$ cat config.mk
export PLATFORM = sky130hd
export DESIGN_NAME = sipo_deserializer
export DESIGN_NICKNAME = d
export VERILOG_FILES = /design/src/rtl/sipo_deserializer.sv
export SDC_FILE = /design/constraint.sdc
export NUM_CORES = 1
export LEC_CHECK = 0
export BUFFER_PORTS_ARGS = -buffer_cell sky130_fd_sc_hd__buf_2
export CAP_MARGIN = 30
export CORE_ASPECT_RATIO = 1.25
export CORE_UTILIZATION = 30
export DETAILED_ROUTE_END_ITERATION = 12
export PLACE_DENSITY = 0.46
export SLEW_MARGIN = 40
export SYNTH_ARGS = -nofsm -noshare
export SYNTH_HDL_FRONTEND = slang
export SYNTH_SLANG_ARGS = --single-unit
$ cat constraint.sdc
create_clock -name clk -period 2.9 [get_ports clk]
set_clock_uncertainty 0.1 [all_clocks]
set_input_delay 0.29 -clock clk [delete_from_list [all_inputs] [get_ports clk]]
set_output_delay 0.29 -clock clk [all_outputs]
set_load 0.005 [all_outputs]
$ cat src/rtl/sipo_deserializer.sv
// Serial-in / parallel-out receiver with a double-buffered valid/ready word output.
// Bits shift in LSB- or MSB-first; the direction is latched on the first bit of each word.
module sipo_deserializer #(
    parameter int WIDTH = 8,
    localparam int CW = $clog2(WIDTH + 1)
) (
    input  logic             clk,
    input  logic             rst_n,
    input  logic             en_shift,
    input  logic             sin,
    input  logic             right_left,
    input  logic             clear,
    output logic [WIDTH-1:0] data_out,
    output logic             data_valid,
    input  logic             data_ready,
    output logic             overrun,
    output logic [CW-1:0]    bit_cnt
);

    typedef enum logic {IDLE, SHIFT} state_t;

    state_t           state_q, state_d;
    logic [WIDTH-1:0] sreg, sreg_d, shifted;
    logic [CW-1:0]    cnt_d;
    logic             dir_q, dir_d, shift_dir;
    logic             complete;

    // The first bit of a word uses the live direction input; later bits use the latched one.
    assign shift_dir = (state_q == IDLE) ? right_left : dir_q;
    assign shifted   = shift_dir ? {sin, sreg[WIDTH-1:1]}
                                 : {sreg[WIDTH-2:0], sin};

    always_comb begin
        state_d  = state_q;
        cnt_d    = bit_cnt;
        sreg_d   = sreg;
        dir_d    = dir_q;
        complete = 1'b0;
        if (clear) begin
            state_d = IDLE;
            cnt_d   = '0;
            sreg_d  = '0;
        end else if (en_shift) begin
            sreg_d = shifted;
            case (state_q)
                IDLE: begin
                    dir_d   = right_left;
                    cnt_d   = CW'(1);
                    state_d = SHIFT;
                end
                SHIFT: begin
                    if (bit_cnt == CW'(WIDTH - 1)) begin
                        cnt_d    = '0;
                        state_d  = IDLE;
                        complete = 1'b1;
                    end else begin
                        cnt_d = bit_cnt + CW'(1);
                    end
                end
                default: state_d = IDLE;
            endcase
        end
    end

    always_ff @(posedge clk or negedge rst_n) begin
        if (!rst_n) begin
            state_q <= IDLE;
            sreg    <= '0;
            bit_cnt <= '0;
            dir_q   <= 1'b0;
        end else begin
            state_q <= state_d;
            sreg    <= sreg_d;
            bit_cnt <= cnt_d;
            dir_q   <= dir_d;
        end
    end

    // A finished word loads only if the holding register is empty or draining this edge.
    always_ff @(posedge clk or negedge rst_n) begin
        if (!rst_n) begin
            data_out   <= '0;
            data_valid <= 1'b0;
            overrun    <= 1'b0;
        end else begin
            if (complete && (!data_valid || data_ready)) begin
                data_out   <= sreg_d;
                data_valid <= 1'b1;
            end else if (data_valid && data_ready) begin
                data_valid <= 1'b0;
            end
            if (clear)
                overrun <= 1'b0;
            else if (complete && data_valid && !data_ready)
                overrun <= 1'b1;
        end
    end

endmodule

**Yosys cells after proc, flatten, opt, wreduce, memory -nomap -nowiden**

Cells that the tools add are included.
Widths: inputs -> output; s select.

- Latch bits: 0
- Memory bits (writable): 0
- Flip-flop bits (word level): 24
- Memory bits (read-only): 0
- Output and inout bits: 14
- Memories: 0
- Bits of input ports: 7

- Div/mod/pow operators: 0
- Bitwise logic cells: 2
- Order comparisons: 0
- Equality and inequality tests: 1
- Multiplexer cells: 20
- Add/sub/neg operators: 1
- Multipliers: 0
- Reduce and logical (&&, ||, !) cells: 11
- Shifts and indexed selects: 0

Operators by type and width:

| kind | number |
|---|---|
| $mux 8 | 3 |
| $mux 1 | 12 |
| $mux 4 | 3 |
| $pmux 4 s2 | 1 |
| $reduce_bool 2->1 | 3 |
| $add 4x1->4 const B | 1 |
| $eq 4x3->1 const B | 1 |
| $logic_and 1x1->1 | 4 |
| $logic_not 1->1 | 2 |
| $not 1->1 | 2 |
| $pmux 1 s2 | 1 |
| $reduce_and 2->1 | 1 |
| $logic_or 1x1->1 | 1 |

**Longest topological paths before layout**

- Word-level depth: 9
- Gate-level depth with buffers: 5
- Mapped depth without buffers: 4

**Worst setup path before layout**

No wires, ideal clock.

- Path type: flip-flop to flip-flop
- Start: register bit_cnt[0]
- End: register data_out[0]
- Path slack: 1.315 ns
- Cell stages (with the launch flop): 6
- Data required time: 2.721 ns
- Path buffers: 1
- Arrival: 1.406 ns
- Cell sequence: dfrtp_1 > ha_1 > nand3b_1 > nor4b_1 > buf_2 > mux2i_1

- Word-level cells in the longest chain between the ends: 6

RTL lines:

| item | line | source |
|---|---|---|
| start: declaration | 17 | `output logic [CW-1:0] bit_cnt` |
| start signal: assignment | 74 | `bit_cnt <= cnt_d;` |
| $eq 4x3->1 | 52 | `if (bit_cnt == CW'(WIDTH - 1)) begin` |
| $mux 1 | 52 |  |
| $mux 1 | 45 | `case (state_q)` |
| $mux 1 | 43 | `end else if (en_shift) begin` |
| $mux 1 | 39 | `if (clear) begin` |
| $logic_and 1x1->1 | 86 | `if (complete && (!data_valid \|\| data_ready)) begin` |
| end signal: assignment | 87 | `data_out <= sreg_d;` |
| end: declaration | 13 | `output logic [WIDTH-1:0] data_out,` |

No other way between the ends.
A chain may end at the register's enable or synchronous reset.

**Worst setup path in the final report**

- Start: register bit_cnt[0]
- End: register data_out[5]

The elaborated chain is that of the path after synthesis.

==> results_tabular.tex <==
\begin{tabular}{lr}
\hline
Metric & Value \\
\hline
\multicolumn{2}{l}{\textbf{Critical path}} \\
Setup slack of the worst register-to-register path & 1190 ps \\
Critical-path top delay cell & sky130\_fd\_sc\_hd\_\_dfrtp\_1 \\
Crit Path Category & reg2reg \\
Cell chain of the critical path & ha\_1 > nand3b\_1 > nor4b\_2 > buf\_4 > mux2i\_1 \\
Buffers \& Inverters on Critical Path & 1 \\
Crit-path leading delay family & simple AND/OR/NAND/NOR gates \\
Origin of the critical flop-to-flop path & bit\_cnt[0]\$\_DFFE\_PN0P\_ \\
Crit path capture type & flop \\
Required time of the critical path & 2980 ps \\
Worst reg2reg path endpoint & data\_out[5]\$\_DFFE\_PN0P\_ \\
Type of origin of the critical path & flop \\
Number of cell instances on the worst register-to-register path & 5 \\
CP peak stage delay & 400 ps \\
Top fanout value on the critical path & 8 \\
CP arrival & 1790 ps \\
\multicolumn{2}{l}{\textbf{GRT}} \\
Maximum number of pins on one net before global-route repair & 25 \\
Antenna violations before repair & 0 \\
Global-route wire length before repair & 3.71 mm \\
Global-route usage over all layers & 0.120 \\
Layer with the highest usage & met2 \\
GR Util met3 & 0.0241 \\
Vias in the first global route & 786 \\
GRT met2 Usage & 0.188 \\
Met1 usage in global routing & 0.165 \\
Remaining Overflow, GRT & 0 \\
\multicolumn{2}{l}{\textbf{Yosys}} \\
Adder and majority gate portion of the synthesized area & 0.0112 \\
Simple-gate share of the synthesized area & 0.117 \\
Mean Syn Cell Area & 11.1 um2 \\
Synth Register Bits & 24 \\
Multiplexer share of the synthesized area & 0.174 \\
Combinational family with the most area after synthesis & multiplexers \\
Synthesized netlist cell count & 101 \\
Share of the synthesized area in compound gates (AO/OA/AOI/OAI) & 0.0942 \\
Synthesized-area fraction occupied by xor and xnor cells & 0 \\
Synthesized netlist net count & 109 \\
Share of the yosys chip area belonging to registers & 0.538 \\
Distinct cell type count after synthesis & 26 \\
Synth Warn \# & 0 \\
Area of the mapped netlist & 0.00112 mm2 \\
\multicolumn{2}{l}{\textbf{Timing}} \\
Final clock period utilization by the worst path & 0.590 \\
Slew @ Worst Pin & 561 ps \\
Max-slew violation count & 0 \\
Final count of negative-setup-slack endpoints & 0 \\
Worst max-slew margin expressed relative to the limit & 0.626 \\
Total negative slack & 0 ps \\
Setup repair after global routing missed its margin & false \\
Final critical path time including I/O delays and setup & 1710 ps \\
Final hold vios & 0 \\
Achievable frequency & 584 MHz \\
\multicolumn{2}{l}{\textbf{Hold path}} \\
Classification of the worst-slack hold path & in2reg \\
Hold path start & right\_left \\
Worst Hold Depth & 2 \\
Worst min-delay path endpoint & dir\_q\$\_DFFE\_PN0P\_ \\
\multicolumn{2}{l}{\textbf{Clock tree}} \\
Latest clock arrival within the worst-skew pair & 260 ps \\
Post-CTS Hold Buffers & 1 \\
Post-cts resize count & 0 \\
Post-CTS repair timing setup buffer count & 0 \\
Buffer levels on the longest clock path & 2 \\
CTS H-tree lvls & 1 \\
Root Buffer Master & sky130\_fd\_sc\_hd\_\_clkbuf\_8 \\
Number of buffers created by CTS & 3 \\
Number of clock sinks & 24 \\
CTS clock-pin slew for the worst setup and hold paths & 90 ps \\
CTS tree & built \\
\multicolumn{2}{l}{\textbf{Pwr}} \\
PwrDens & 479 mW/mm2 \\
Pleak & 0.000609 uW \\
Worst IR drop on VDD & 0.229 mV \\
\multicolumn{2}{l}{\textbf{Placed design}} \\
DPL Wire Length & 1.55 mm \\
Weighted congestion reported at the end of routability-driven placement & 0.757 \\
Port buffer count & 20 \\
\multicolumn{2}{l}{\textbf{Floorplanning}} \\
Die width & 56.6 um \\
Core Area & 0.00351 mm2 \\
Initial cell density of the core & 0.318 \\
Floorplan die area & 0.00397 mm2 \\
I/O pins & 21 \\
Std-Cell Rows & 24 \\
Die height & 70.2 um \\
\multicolumn{2}{l}{\textbf{Route}} \\
DR iter-0 viols & 24 \\
Total wire length & 2.20 mm \\
Count of antenna-violating nets left after detailed routing & 0 \\
Total vias in the final route & 798 \\
Remaining DRCs & 0 \\
Number of vias per cell after detailed routing & 5.02 \\
Number of detailed-routing iterations run before antenna repair & 4 \\
Routed wire length per instance & 13.8 um \\
\multicolumn{2}{l}{\textbf{Final layout}} \\
Fraction of layout instances using a drive strength above 1 & 0.225 \\
Number of nets at the end of the flow & 130 \\
Core Util, Final & 0.369 \\
Ant diodes & 0 \\
Area growth from synthesis to layout & 16.3\% \\
Filler cells & 365 \\
\multicolumn{2}{l}{\textbf{Status}} \\
Outcome & complete, no violations \\
\multicolumn{2}{l}{\textbf{Flow run}} \\
Max-cap violations & 0 \\
\hline
\end{tabular}
==> registers in the layout (all words and copies together) (netlist names) <==
register and count:
sreg 8, overrun 1, dir_q 1, bit_cnt 4, data_valid 1, state_q 1, data_out 8
==> layout make-up <==
class                   instances  area (um2)  share of cell area
repair buffers                 22         118              0.0906
clock buffers                   3        41.3              0.0318
flip-flops and latches         24         601               0.463
inverters                      11        41.3              0.0318
multi-input cells              60         448               0.345
well taps                      39        48.8              0.0376
==> per-layer routing <==
layer  vias to the layer above  routed length, um
li1                        389                  -
met1                       395               1030
met2                        12               1090
met3                         2                 68
met4                         0                 19
met5                         -                  0
==> per-stage QoR <==
stage	area [um2]	hold slack, ps	power (uW)	std cells	worst slack (ps)
2_1_floorplan	1120	-106	412	101	1310
3_3_place_gp	1250	213	432	155	1220
3_5_place_dp	1250	229	434	155	1190
4_1_cts	1300	209	631	159	1180
5_1_grt	1300	219	655	159	1050
6_report	1300	211	621	159	1190
==> synthesized netlist by cell type <==
master	instances	area (um2)
sky130_fd_sc_hd__nand3b_1	1	7.51
sky130_fd_sc_hd__nand2b_1	1	6.26
sky130_fd_sc_hd__nand4b_1	1	8.76
sky130_fd_sc_hd__buf_1	1	3.75
sky130_fd_sc_hd__a21oi_1	4	20.0
sky130_fd_sc_hd__dfrtp_1	24	601
sky130_fd_sc_hd__nor2b_1	2	12.5
sky130_fd_sc_hd__mux2i_4	1	22.5
sky130_fd_sc_hd__buf_2	2	10.0
sky130_fd_sc_hd__nor4b_1	1	8.76
sky130_fd_sc_hd__inv_1	11	41.3
sky130_fd_sc_hd__nor2_1	10	37.5
sky130_fd_sc_hd__a211oi_1	9	67.6
sky130_fd_sc_hd__clkbuf_1	2	7.51
sky130_fd_sc_hd__nand3_1	2	10.0
sky130_fd_sc_hd__or4b_1	1	10.0
sky130_fd_sc_hd__or3_1	2	12.5
sky130_fd_sc_hd__ha_1	1	12.5
sky130_fd_sc_hd__mux2i_1	16	160
sky130_fd_sc_hd__nand2_1	3	11.3
sky130_fd_sc_hd__o22ai_1	1	6.26
sky130_fd_sc_hd__mux2_2	1	11.3
sky130_fd_sc_hd__a31oi_1	1	6.26
sky130_fd_sc_hd__nor3_1	1	5.00
sky130_fd_sc_hd__buf_6	1	11.3
sky130_fd_sc_hd__o21ai_0	1	5.00
==> placed cells by master, fill, tap and decap left out, types with 3 or more instances in the layout <==
| master | netlist | routed |
|---|---|---|
| sky130_fd_sc_hd__a211oi_1 | 9 | 9 |
| sky130_fd_sc_hd__a21oi_1 | 4 | 4 |
| sky130_fd_sc_hd__buf_2 | 2 | 20 |
| sky130_fd_sc_hd__clkbuf_8 | 0 | 3 |
| sky130_fd_sc_hd__dfrtp_1 | 24 | 24 |
| sky130_fd_sc_hd__inv_1 | 11 | 11 |
| sky130_fd_sc_hd__mux2i_1 | 16 | 16 |
| sky130_fd_sc_hd__nand2_1 | 3 | 3 |
| sky130_fd_sc_hd__nor2_1 | 10 | 10 |
==> how the worst max path moves through the flow <==
stage	start	to	depth (start not counted)
2_1_floorplan	bit_cnt[0]$_DFFE_PN0P_	data_out[0]$_DFFE_PN0P_	5
3_3_place_gp	bit_cnt[0]$_DFFE_PN0P_	data_out[3]$_DFFE_PN0P_	5
3_5_place_dp	bit_cnt[0]$_DFFE_PN0P_	data_out[1]$_DFFE_PN0P_	5
4_1_cts	bit_cnt[0]$_DFFE_PN0P_	data_out[5]$_DFFE_PN0P_	5
5_1_grt	bit_cnt[0]$_DFFE_PN0P_	data_out[6]$_DFFE_PN0P_	5
6_report	bit_cnt[0]$_DFFE_PN0P_	data_out[5]$_DFFE_PN0P_	5
==> power breakdown <==
part | switching, uW | total [uW] | internal, uW
Sequential | 12.7 | 360 | 347
Combinational | 38.7 | 67.2 | 28.6
Clock | 102 | 195 | 92.7
==> cell families (layout without fill, tap and decap cells) <==
group | count (synthesis) | in the layout
AND/OR/NAND/NOR | 25 | 25
flip-flops | 24 | 24
multiplexers | 18 | 18
buffers and inverters | 17 | 36
AO/OA/AOI/OAI | 16 | 16
adder cells (fa/ha/maj) | 1 | 1
Note: power is estimated with default switching activity, not from simulation.
